File: config.mk
export PLATFORM = sky130hd
export DESIGN_NAME = hsv2rgb_pipe
export DESIGN_NICKNAME = d
export VERILOG_FILES = /design/src/rtl/hsv2rgb_pipe.sv
export SDC_FILE = /design/constraint.sdc
export NUM_CORES = 1
export LEC_CHECK = 0
export CAP_MARGIN = 5
export CORE_MARGIN = 10
export CORE_UTILIZATION = 60
export DETAILED_ROUTE_END_ITERATION = 6
export GPL_TIMING_DRIVEN = 0
export PLACE_DENSITY_LB_ADDON = 0.08
export SLEW_MARGIN = 20
export SYNTH_ARGS = -nofsm -noshare
export SYNTH_HDL_FRONTEND = slang
export SYNTH_SLANG_ARGS = --single-unit
File: constraint.sdc
create_clock -name CLK -period 19 [get_ports CLK]
set_input_delay 1.9 -clock CLK [delete_from_list [all_inputs] [get_ports CLK]]
set_output_delay 1.9 -clock CLK [all_outputs]
set_load 0.01 [all_outputs]
File: src/rtl/hsv2rgb_pipe.sv
// HSV -> RGB converter: an input register followed by four compute stages
// (hue normalise, products, divide, sector select) sharing one global stall.
module hsv2rgb_pipe #(
  parameter bit HUE_WRAP = 1'b1,
  parameter int TAG_W    = 2
) (
  input  logic             CLK,
  input  logic             RST,
  input  logic             IN_VALID,
  output logic             IN_READY,
  input  logic [8:0]       H_IN,
  input  logic [7:0]       S_IN,
  input  logic [7:0]       V_IN,
  input  logic [TAG_W-1:0] TAG_IN,
  output logic             OUT_VALID,
  input  logic             OUT_READY,
  output logic [7:0]       R_OUT,
  output logic [7:0]       G_OUT,
  output logic [7:0]       B_OUT,
  output logic [TAG_W-1:0] TAG_OUT
);

  // Bank 0: registered input pixel
  logic             vld0_q, vld0_d;
  logic [8:0]       h0_q, h0_d;
  logic [7:0]       sat0_q, sat0_d;
  logic [7:0]       v0_q, v0_d;
  logic [TAG_W-1:0] tag0_q, tag0_d;

  // Bank 1: sector and scaled fraction
  logic             vld1_q, vld1_d;
  logic [2:0]       sec1_q, sec1_d;
  logic [7:0]       fs1_q, fs1_d;
  logic [7:0]       sat1_q, sat1_d;
  logic [7:0]       v1_q, v1_d;
  logic [TAG_W-1:0] tag1_q, tag1_d;

  // Bank 2: products; b and c are kept pre-shifted by 8
  logic             vld2_q, vld2_d;
  logic [2:0]       sec2_q, sec2_d;
  logic [15:0]      a2_q, a2_d;
  logic [15:0]      bh2_q, bh2_d;
  logic [15:0]      ch2_q, ch2_d;
  logic [7:0]       v2_q, v2_d;
  logic [TAG_W-1:0] tag2_q, tag2_d;

  // Bank 3: p, q, t channel levels
  logic             vld3_q, vld3_d;
  logic [2:0]       sec3_q, sec3_d;
  logic [7:0]       p3_q, p3_d;
  logic [7:0]       q3_q, q3_d;
  logic [7:0]       t3_q, t3_d;
  logic [7:0]       v3_q, v3_d;
  logic [TAG_W-1:0] tag3_q, tag3_d;

  // Output bank
  logic             out_vld_q, out_vld_d;
  logic [7:0]       r_q, r_d;
  logic [7:0]       g_q, g_d;
  logic [7:0]       b_q, b_d;
  logic [TAG_W-1:0] tag_out_q, tag_out_d;

  logic        en;
  logic [8:0]  h_norm;
  logic [8:0]  f9;
  logic [2:0]  sec_n;
  logic [15:0] s_fs;
  logic [15:0] s_fs_c;

  // Exact floor(x/255) for x <= 65025.
  function automatic logic [7:0] div255(input logic [15:0] x);
    logic [15:0] sum;
    sum = x + 16'd1 + {8'd0, x[15:8]};
    return 8'(sum >> 8);
  endfunction

  assign en        = !out_vld_q || OUT_READY;
  assign IN_READY  = en;
  assign OUT_VALID = out_vld_q;
  assign R_OUT     = r_q;
  assign G_OUT     = g_q;
  assign B_OUT     = b_q;
  assign TAG_OUT   = tag_out_q;

  // Hue normalisation and sector split.
  always_comb begin
    // NOTE: every combinational output gets a default first so no path can infer a latch.
    h_norm = h0_q;
    sec_n  = 3'd0;
    f9     = 9'd0;
    if (h0_q >= 9'd360) h_norm = HUE_WRAP ? (h0_q - 9'd360) : 9'd359;
    if (h_norm < 9'd60) begin
      sec_n = 3'd0; f9 = h_norm;
    end else if (h_norm < 9'd120) begin
      sec_n = 3'd1; f9 = h_norm - 9'd60;
    end else if (h_norm < 9'd180) begin
      sec_n = 3'd2; f9 = h_norm - 9'd120;
    end else if (h_norm < 9'd240) begin
      sec_n = 3'd3; f9 = h_norm - 9'd180;
    end else if (h_norm < 9'd300) begin
      sec_n = 3'd4; f9 = h_norm - 9'd240;
    end else begin
      sec_n = 3'd5; f9 = h_norm - 9'd300;
    end
  end

  assign s_fs   = 16'(sat1_q) * 16'(fs1_q);
  assign s_fs_c = 16'(sat1_q) * (16'd256 - 16'(fs1_q));

  // Next-state for all banks: hold everything on stall, shift everything on en.
  always_comb begin
    vld0_d = vld0_q; h0_d = h0_q; sat0_d = sat0_q; v0_d = v0_q; tag0_d = tag0_q;
    vld1_d = vld1_q; sec1_d = sec1_q; fs1_d = fs1_q; sat1_d = sat1_q;
    v1_d = v1_q; tag1_d = tag1_q;
    vld2_d = vld2_q; sec2_d = sec2_q; a2_d = a2_q; bh2_d = bh2_q; ch2_d = ch2_q;
    v2_d = v2_q; tag2_d = tag2_q;
    vld3_d = vld3_q; sec3_d = sec3_q; p3_d = p3_q; q3_d = q3_q; t3_d = t3_q;
    v3_d = v3_q; tag3_d = tag3_q;
    out_vld_d = out_vld_q; r_d = r_q; g_d = g_q; b_d = b_q; tag_out_d = tag_out_q;

    if (en) begin
      vld0_d = IN_VALID;
      h0_d   = H_IN;
      sat0_d = S_IN;
      v0_d   = V_IN;
      tag0_d = TAG_IN;

      vld1_d = vld0_q;
      sec1_d = sec_n;
      fs1_d  = 8'((15'(f9) * 15'd273) >> 6);
      sat1_d = sat0_q;
      v1_d   = v0_q;
      tag1_d = tag0_q;

      vld2_d = vld1_q;
      sec2_d = sec1_q;
      a2_d   = 16'(v1_q) * 16'(8'd255 - sat1_q);
      bh2_d  = 16'((24'(v1_q) * (24'd65280 - 24'(s_fs))) >> 8);
      ch2_d  = 16'((24'(v1_q) * (24'd65280 - 24'(s_fs_c))) >> 8);
      v2_d   = v1_q;
      tag2_d = tag1_q;

      vld3_d = vld2_q;
      sec3_d = sec2_q;
      p3_d   = div255(a2_q);
      q3_d   = div255(bh2_q);
      t3_d   = div255(ch2_q);
      v3_d   = v2_q;
      tag3_d = tag2_q;

      out_vld_d = vld3_q;
      tag_out_d = tag3_q;
      case (sec3_q)
        3'd1:    begin r_d = q3_q; g_d = v3_q; b_d = p3_q; end
        3'd2:    begin r_d = p3_q; g_d = v3_q; b_d = t3_q; end
        3'd3:    begin r_d = p3_q; g_d = q3_q; b_d = v3_q; end
        3'd4:    begin r_d = t3_q; g_d = p3_q; b_d = v3_q; end
        3'd5:    begin r_d = v3_q; g_d = p3_q; b_d = q3_q; end
        default: begin r_d = v3_q; g_d = t3_q; b_d = p3_q; end
      endcase
    end
  end

  // Control and visible outputs: cleared by reset so in-flight pixels vanish.
  always_ff @(posedge CLK) begin
    if (RST) begin
      vld0_q    <= 1'b0;
      vld1_q    <= 1'b0;
      vld2_q    <= 1'b0;
      vld3_q    <= 1'b0;
      out_vld_q <= 1'b0;
      r_q       <= 8'd0;
      g_q       <= 8'd0;
      b_q       <= 8'd0;
      tag_out_q <= '0;
    end else begin
      vld0_q    <= vld0_d;
      vld1_q    <= vld1_d;
      vld2_q    <= vld2_d;
      vld3_q    <= vld3_d;
      out_vld_q <= out_vld_d;
      r_q       <= r_d;
      g_q       <= g_d;
      b_q       <= b_d;
      tag_out_q <= tag_out_d;
    end
  end

  // NOTE: internal datapath registers carry no reset; their contents are only consumed when the matching valid bit is set.
  always_ff @(posedge CLK) begin
    h0_q   <= h0_d;
    sat0_q <= sat0_d;
    v0_q   <= v0_d;
    tag0_q <= tag0_d;
    sec1_q <= sec1_d;
    fs1_q  <= fs1_d;
    sat1_q <= sat1_d;
    v1_q   <= v1_d;
    tag1_q <= tag1_d;
    sec2_q <= sec2_d;
    a2_q   <= a2_d;
    bh2_q  <= bh2_d;
    ch2_q  <= ch2_d;
    v2_q   <= v2_d;
    tag2_q <= tag2_d;
    sec3_q <= sec3_d;
    p3_q   <= p3_d;
    q3_q   <= q3_d;
    t3_q   <= t3_d;
    v3_q   <= v3_d;
    tag3_q <= tag3_d;
  end

endmodule
==> reports/results.ini <==
[outcome]
outcome = completed

[drt]
dr_total_vias = 17855
drtIter0Drc = 1046
routed_wl_mm = 60.2
first_pass_iters = 5
viasPerCell = 5.61
wire_per_inst_um = 18.9
drtAntennaViolNets = 0
remaining_drc_errors = 0

[global_routing]
grt_max_degree = 54
grt_pass1_vias = 18617
grt_first_pass_wirelength_mm = 98.4
grt.total_usage_pct = 24.9
antenna_found_initial = 1
gr-total-overflow = 0

[place]
hpwl_mm = 48.8
post_dp_cell_area_um2 = 26000
place_congestion = 0.910
io_buffer_count = 58
place_inst = 3148

[finish]
n_antenna_cell = 0
final_cells = 3180
layout.nets = 3250
drive_gt1_share_pct = 3.32
regArea_um2 = 5250
syn2layout_area_growth_pct = 7.91
final_area_um2 = 26600
fillers = 3325
multi_input_area_um2 = 17300

[timing]
slew_violations = 0
post-route-min-period_ns = 11.75
tightest_slew_ns = 0.967
setup_viol = 0
relSlewSlack_pct = 35.0
fmax_mhz = 85.1
skew_ns = 0.0181
timing.final.crit_share_pct = 61.8
finalHoldViolCount = 0
rsz0062_at_grt = no
tns_ns = 0

[logic_synthesis]
synth.avg_cell_area_um2 = 9.65
synth_fp_nets = 3170
synth_ff_type = edfxtp_1
synthAdderAreaFrac_pct = 39.4
synth_common_cells = inv_1, fa_1, ha_1
syn-cell-area_um2 = 24700
synthTopCellsByArea = fa_1, edfxtp_1, ha_1, inv_1, and2_1
muxShareOfSynthArea_pct = 1.08
synth_top_family_by_area = adder cells
synth_compound_area_share_pct = 8.20
synth_edf_count = 154
synth.most_common_cell = inv_1
yosysTopAreaCell = fa_1
synthXorXnorAreaFrac_pct = 4.29
yosys_register_bits = 185
async_flop_share_pct = 0
synthCells = 2555
synth_seq_area_share_pct = 21.3
yosys.area_share.simple_pct = 17.1
synth_warnings = 0
yosysUniqueCellTypes = 91
yosysTopAreaCellShare_pct = 26.1

[setup_path]
cpMostUsedCell = fa_1
startpoint_type = register
max_stage_delay_ns = 0.63
crit_required_ns = 19.23
crit_fanout = 10
cp-end-kind = register
path_class = register to register
crit_arrival_ns = 11.98
critPathSlowestCell = xnor2_1

[hold_path]
hold_class = register to register

[clocking]
cts.clk_slew.worst_paths_ns = 0.08
post-cts-setup-buffers = 0
htreeDepth = 4
clock-sinks = 185
cts_made_buffers = 17
holdBufCountCts = 0
clockBufferDepth = 2
cts-root-buf = clkbuf_16
clock_latency_ns = 0.51
cts_tree = yes
cts_resized = 0

[floorplanning]
core_area_um2 = 40700
die_h_um = 223
dieArea_um2 = 49600
ios = 59
fp-row-count = 74
fp.dieW_um = 223
start_util_pct = 60.5

[run]
maxCapViolations = 0

## worst max-delay path: cells and delay by family (launching register included)
family | cells | cell delay, ns
DFF | 1 | 0.59
xor gates and xnor gates | 4 | 1.37
AOI/OAI and AO/OA | 7 | 1.73
and+or+nand+nor | 9 | 1.85
buffers and inverters | 8 | 0.85
adders and majority gates | 11 | 5.06
## cell families after synthesis
family | after synthesis
AOI/OAI and AO/OA | 287
xor gates and xnor gates | 119
adders and majority gates | 584
buffers and inverters | 559
DFF | 185
muxes | 26
other | 1
and+or+nand+nor | 794
## path summary, 6_finish.rpt
kind	from	depth (start not counted)	slack [ns]	endpoint
worst min-delay path	tag0_q[1]$_DFFE_PP_	0	0.41	tag1_q[1]$_DFFE_PP_
worst min register to register	tag0_q[1]$_DFFE_PP_	0	0.41	tag1_q[1]$_DFFE_PP_
worst max register to register	fs1_q[0]$_DFFE_PP_	39	7.25	ch2_q[15]$_DFFE_PP_
worst max-delay path	fs1_q[0]$_DFFE_PP_	39	7.25	ch2_q[15]$_DFFE_PP_
## sequential cells by signal, summed over array words and instances (netlist names), 9 cells and up
name and flops:
h0_q 9, bh2_q 16, a2_q 16, ch2_q 16
## cell usage in the layout (no fill, tap or decap), drive strengths merged, types with 39 or more instances in the layout
| cell | count |
|---|---|
| inv | 482 |
| fa | 321 |
| ha | 263 |
| and2 | 217 |
| nand2 | 213 |
| edfxtp | 154 |
| nor2 | 105 |
| a21oi | 96 |
| xnor2 | 93 |
| clkbuf | 88 |
| nor2b | 71 |
| clkdlybuf4s50 | 58 |
| nor3 | 50 |
| o21ai | 42 |
| nand2b | 39 |
## metal layers
metal / routed length (µm) / track usage, % / up-vias
li1: - / - / 8367
met1: 25700 / 31.2 / 8953
met2: 29900 / 42.6 / 430
met3: 3070 / 4.41 / 105
met4: 1500 / 8.83 / 0
met5: 0 / 0 / -
## final cells by class
| class | count | share of cell area [%] |
|---|---|---|
| Multi-Input combinational cell | 1811 | 65.0 |
| Sequential cell | 185 | 19.7 |
| Inverter | 473 | 6.67 |
| Tap cell | 532 | 2.50 |
| Timing Repair Buffer | 61 | 2.46 |
| Clock buffer | 17 | 1.60 |
| Buffer | 86 | 1.34 |
| Clock inverter | 15 | 0.757 |
## per-stage QoR
step,utilization [%],hold WS (ns),worst slack (ns)
4_1_cts,65.3,0.418,7.31
3_5_place_dp,63.8,0.405,7.36
3_3_place_gp,63.6,0.400,6.54
6_report,65.3,0.414,7.25
2_1_floorplan,-,0.400,8.82
5_1_grt,65.3,0.417,6.64
Power is not shown: default switching activity piles up to over one toggle a cycle in this logic, so the estimate is an artifact.
